## config.mk

```make
export PLATFORM = sky130hd
export DESIGN_NAME = controlador_sequenciador
export DESIGN_NICKNAME = d
export VERILOG_FILES = /design/src/rtl/controlador_sequenciador.sv
export SDC_FILE = /design/constraint.sdc
export NUM_CORES = 1
export LEC_CHECK = 0
export ABC_CLOCK_PERIOD_IN_PS = 2300
export BUFFER_PORTS_ARGS = -buffer_cell sky130_fd_sc_hd__buf_2
export CORE_MARGIN = 10
export CORE_UTILIZATION = 49
export CTS_BUF_LIST = sky130_fd_sc_hd__clkbuf_8
export CTS_CLUSTER_SIZE = 28
export DETAILED_ROUTE_END_ITERATION = 8
export PLACE_DENSITY = 0.88
export SETUP_SLACK_MARGIN = 0.1
export SYNTH_ARGS = -nofsm -noshare
export SYNTH_HDL_FRONTEND = slang
export SYNTH_SLANG_ARGS = --single-unit
export TNS_END_PERCENT = 5
```

## constraint.sdc

```tcl
create_clock -name CLK -period 2.3 [get_ports CLK]
set_input_delay 0.69 -clock CLK [delete_from_list [all_inputs] [get_ports CLK]]
set_output_delay 0.69 -clock CLK [all_outputs]
set_load 0.01 [all_outputs]
```

## src/rtl/controlador_sequenciador.sv

```systemverilog
// controlador_sequenciador: SAP-1 controller-sequencer.
// A six-state ring counter (T1..T6) steps through fetch and execute.
// Each state, combined with the opcode in the instruction register, decodes
// to the datapath control word.
// Optional feature macro: STEP_MODE_EN adds a WAIT state. That state is
// entered after T6 and after reset, and a Step pulse releases it so that
// exactly one instruction runs per pulse.
module controlador_sequenciador #(
    parameter logic [3:0] OP_LDA = 4'b0000,
    parameter logic [3:0] OP_ADD = 4'b0001,
    parameter logic [3:0] OP_SUB = 4'b0010,
    parameter logic [3:0] OP_JMP = 4'b0011,
    parameter logic [3:0] OP_OUT = 4'b1110,
    parameter logic [3:0] OP_HLT = 4'b1111
) (
    input  logic       CLK,
    input  logic       CLR,
    input  logic [3:0] Opcode,
    input  logic       Step,
    output logic [5:0] T,
    output logic       Cp,
    output logic       Ep,
    output logic       Ej,
    output logic       Lm,
    output logic       Ce,
    output logic       Li,
    output logic       Ei,
    output logic       La,
    output logic       Ea,
    output logic       Su,
    output logic       Eu,
    output logic       Lb,
    output logic       Lo,
    output logic       Hlt
);

    typedef enum logic [2:0] {
        S_WAIT = 3'd0,
        S_T1   = 3'd1,
        S_T2   = 3'd2,
        S_T3   = 3'd3,
        S_T4   = 3'd4,
        S_T5   = 3'd5,
        S_T6   = 3'd6
    } state_t;

    state_t state;
    state_t nextState;
    logic   nextHlt;

`ifdef STEP_MODE_EN
    localparam state_t RESET_STATE = S_WAIT;
    localparam logic [5:0] RESET_RING = 6'b000000;
`else
    localparam state_t RESET_STATE = S_T1;
    localparam logic [5:0] RESET_RING = 6'b000001;
    // Step has no role when free running.
    logic stepUnused;
    assign stepUnused = Step;
`endif

    // Map a state onto its one-hot ring code. WAIT maps to all zeros.
    function automatic logic [5:0] ringOf(input state_t s);
        logic [5:0] r;
        r = 6'b000000;
        case (s)
            S_T1:    r = 6'b000001;
            S_T2:    r = 6'b000010;
            S_T3:    r = 6'b000100;
            S_T4:    r = 6'b001000;
            S_T5:    r = 6'b010000;
            S_T6:    r = 6'b100000;
            default: r = 6'b000000;
        endcase
        return r;
    endfunction

    // Next-state logic. A halted controller freezes in T5. HLT latches the
    // halt when it leaves T4, so the ring still lands in T5 as it stops.
    always_comb begin
        nextState = state;
        nextHlt   = Hlt;
        if (!Hlt) begin
            case (state)
                S_T1: nextState = S_T2;
                S_T2: nextState = S_T3;
                S_T3: nextState = S_T4;
                S_T4: begin
                    nextState = S_T5;
                    if (Opcode == OP_HLT) nextHlt = 1'b1;
                end
                S_T5: nextState = S_T6;
`ifdef STEP_MODE_EN
                S_T6:   nextState = S_WAIT;
                S_WAIT: nextState = Step ? S_T1 : S_WAIT;
`else
                S_T6:   nextState = S_T1;
`endif
                default: nextState = RESET_STATE;
            endcase
        end
    end

    // State, ring output and halt flag are registered together; clear wins over everything.
    always_ff @(posedge CLK) begin
        if (CLR) begin
            state <= RESET_STATE;
            T     <= RESET_RING;
            Hlt   <= 1'b0;
        end else begin
            state <= nextState;
            T     <= ringOf(nextState);
            Hlt   <= nextHlt;
        end
    end

    // Control word decode from the ring state and opcode; halt or WAIT forces everything low.
    always_comb begin
        Cp = 1'b0;
        Ep = 1'b0;
        Ej = 1'b0;
        Lm = 1'b0;
        Ce = 1'b0;
        Li = 1'b0;
        Ei = 1'b0;
        La = 1'b0;
        Ea = 1'b0;
        Su = 1'b0;
        Eu = 1'b0;
        Lb = 1'b0;
        Lo = 1'b0;
        if (!Hlt) begin
            case (state)
                S_T1: begin
                    Ep = 1'b1;
                    Lm = 1'b1;
                end
                S_T2: Cp = 1'b1;
                S_T3: begin
                    Ce = 1'b1;
                    Li = 1'b1;
                end
                S_T4: begin
                    if (Opcode == OP_LDA || Opcode == OP_ADD || Opcode == OP_SUB) begin
                        Ei = 1'b1;
                        Lm = 1'b1;
                    end else if (Opcode == OP_JMP) begin
                        Ei = 1'b1;
                        Ej = 1'b1;
                    end else if (Opcode == OP_OUT) begin
                        Ea = 1'b1;
                        Lo = 1'b1;
                    end
                end
                S_T5: begin
                    if (Opcode == OP_LDA) begin
                        Ce = 1'b1;
                        La = 1'b1;
                    end else if (Opcode == OP_ADD || Opcode == OP_SUB) begin
                        Ce = 1'b1;
                        Lb = 1'b1;
                    end
                end
                S_T6: begin
                    if (Opcode == OP_ADD) begin
                        Eu = 1'b1;
                        La = 1'b1;
                    end else if (Opcode == OP_SUB) begin
                        Su = 1'b1;
                        Eu = 1'b1;
                        La = 1'b1;
                    end
                end
                default: ;
            endcase
        end
    end

endmodule

```

==> impl_metrics.ini <==
[outcome]
run_status = finished clean

[sta]
max_freq_ghz = 0.467
max-slew-margin-rel_pct = 76.0
slew_violations = 0
worstMarginPinSlew_ns = 0.360
post-route-period-util_pct = 93.1
fin_crit_ns = 2.14
fin_ws_ns = 0.159
rsz0062_at_grt = true
tns_ns = 0
finalClockSkew_ns = 0.00224
setup_violations = 0
final-hold-violation-count = 0

[synthesis]
synth.distinct_cells = 37
yosys_warnings = 0
syn-num-nets = 90
synth_seq_area_share_pct = 29.3
synth_top_area_share_pct = 29.3
ys_ff_latch = 10
yosys.area.top_type = dfxtp_1
synthTopCellsByArea = dfxtp_1 29%, nor2_1 5.5%, buf_6 4.9%, nor4b_2 4.4%, a211oi_2 3.7%
syn_area_sq_um = 684
avgSynthCellArea_sq_um = 8.35
synthCells = 82

[cells_and_area]
drive_gt1_share_pct = 46.3
final_util_pct = 66.9
finalInstanceArea_sq_um = 871
antenna_cells = 0
area_growth_pct = 27.2
nets = 117
final_common_cell = buf_2
layout_common_cells = 25 x buf_2, 10 x dfxtp_1, 10 x nor2_1
fill_cells = 114

[clock_network]
cts_setup_buffers = 0
cts_buffers = 3
clk_path_buf_depth = 2
insertion_delay_ns = 0.24
clock-sinks = 10
h-tree-depth = 1
cts_root_buf = clkbuf_8
clkTransAtPathRegs_ns = 0.05
cts_tree = built

[placement]
placed_area_sq_um = 800
globalplace.congestion = 0.883
dpl_worst_slack_ns = 0.0828
port_buffers = 25
hpwl_microns = 1400

[critical_path]
cp-start-kind = input port
crit_path_frequent_cell = buf_2
worst-path-buf-inv = 2
crit_arrival_ns = 1.45
cp_slowest_cell = or3_4
reg2reg_slack_ns = 0.34
cp_top_family = simple AND/OR/NAND/NOR gates
crit_required_ns = 1.61
cp_max_fo = 3
path_class = in2out
end_kind = output pin
path_cells = buf_2 > or3_4 > nor2_1 > buf_2
critPathMaxStageDelay_ns = 0.39

[route]
vias = 685
drcViolationCount = 0
first_pass_iters = 4
wl_microns = 1810
via_per_inst = 5.57
wl_per_cell_microns = 14.7
ant_nets = 0
drt_iter0_drc = 21

[power]
finalPower_mw = 1.18
clock_power_share_pct = 18.8
seqPwrFrac_pct = 23.4
p_switching_mw = 0.501
power_switching_share_pct = 42.6
leakagePower_nw = 0.414
comb_power_share_pct = 57.8
internal_power_mw = 0.675
p_per_area_mw_per_mm2 = 1350
ir_worst_vdd_mv = 0.863

[global_route]
grt_first_pass_wirelength_microns = 2970
antenna_found_initial = 0
grt_pass1_vias = 650
grt_max_degree = 15
grt.overflow.total = 0
grt.total_usage_pct = 10.8

[floorplan]
die-area_sq_mm = 0.00329
die_h_microns = 57.4
initial_utilization_pct = 52.6
core_area_sq_mm = 0.00130
die_w_microns = 57.4
rows = 13
io_pins = 27

[run]
drv_cap = 0

[hold_path]
hold_class = reg2reg
-- final timing paths --
kind                                        end           startpoint  cells after the start
worst max-delay path                         La            Opcode[3]                      4
worst min-delay path            T[0]$_SDFF_PP1_       Hlt$_SDFF_PP0_                      2
worst max register to register  T[2]$_SDFF_PP0_  state[1]$_SDFF_PP0_                      6
worst min register to register  T[0]$_SDFF_PP1_       Hlt$_SDFF_PP0_                      2
-- timing repair --
item | in CTS | in global routing
pin swaps | 0 | 1
cloned | 0 | 0
resized for setup | 2 | 1
hold buffers | 0 | 0
setup endpoints to repair | 1 | 5
-- power groups by stage --
stage               Clock, mW  Sequential [mW]  Combinational [mW]
global route            0.229            0.281               0.744
detailed placement          0            0.277               0.671
global placement            0            0.276               0.645
floorplan                   0            0.280               0.520
CTS                     0.223            0.274               0.677
finish                  0.221            0.275               0.680
-- registers in the layout (all words and copies together) (netlist names) --
name	flops
T	6
Hlt	1
state	3
-- metal layers --
metal / track usage, % / vias up / part of all wire [%]
met4: 6.04 / 0 / 2.4
met5: 0 / - / 0
met2: 17.3 / 33 / 51
met3: 4.42 / 5 / 7.6
met1: 11.8 / 308 / 39
li1: - / 339 / -
-- logic make-up after synthesis --
kind of cell | count (synthesis) | share of synthesized area, %
AND/OR/NAND/NOR | 38 | 34.0
AO/OA/AOI/OAI | 19 | 20.7
buffers and inverters | 11 | 10.2
flip-flops | 10 | 29.3
XOR/XNOR | 2 | 2.56
multiplexers | 1 | 1.46
adder cells (fa/ha/maj) | 1 | 1.83
-- layout make-up --
cell class	count	area [sq um]	area share, %
flip-flops and latches	10	200	23.0
repair buffers	28	148	17.0
clock buffers	4	55.1	6.32
inverters	5	18.8	2.16
multi-input cells	61	430	49.4
well taps	15	18.8	2.16
-- per-stage QoR --
step | hold WS (ns) | std cells
after floorplan | 0.628 | 82
after global placement | 0.617 | 119
after detailed placement | 0.628 | 119
after CTS | 0.632 | 123
after global routing | 0.672 | 123
final | 0.636 | 123
-- synth_stat cells, drive strengths merged --
| cell type | n |
|---|---|
| and2 | 2 |
| a31oi | 1 |
| a22oi | 1 |
| or4 | 1 |
| nand2 | 4 |
| xor2 | 2 |
| nand3 | 2 |
| and4bb | 1 |
| mux2i | 1 |
| nor4b | 2 |
| buf | 6 |
| o21a | 1 |
| nor3 | 6 |
| o21ai | 4 |
| and3 | 1 |
| nor2b | 1 |
| o31ai | 1 |
| a21oi | 5 |
| or3 | 1 |
| a211oi | 2 |
| dfxtp | 10 |
| ha | 1 |
| o31a | 1 |
| nor2 | 11 |
| inv | 5 |
| a31o | 2 |
| nand2b | 4 |
| or2 | 2 |
| a2bb2oi | 1 |
-- worst reg2reg max path, delay by kind of cell (launching register included) --
family	cells	cell delay, ns
AND/OR/NAND/NOR	2	0.26
adder cells (fa/ha/maj)	1	0.48
flip-flops	1	0.53
buffers and inverters	1	0.11
AO/OA/AOI/OAI	2	0.48
No activity file was read; power rests on OpenSTA's default activity.
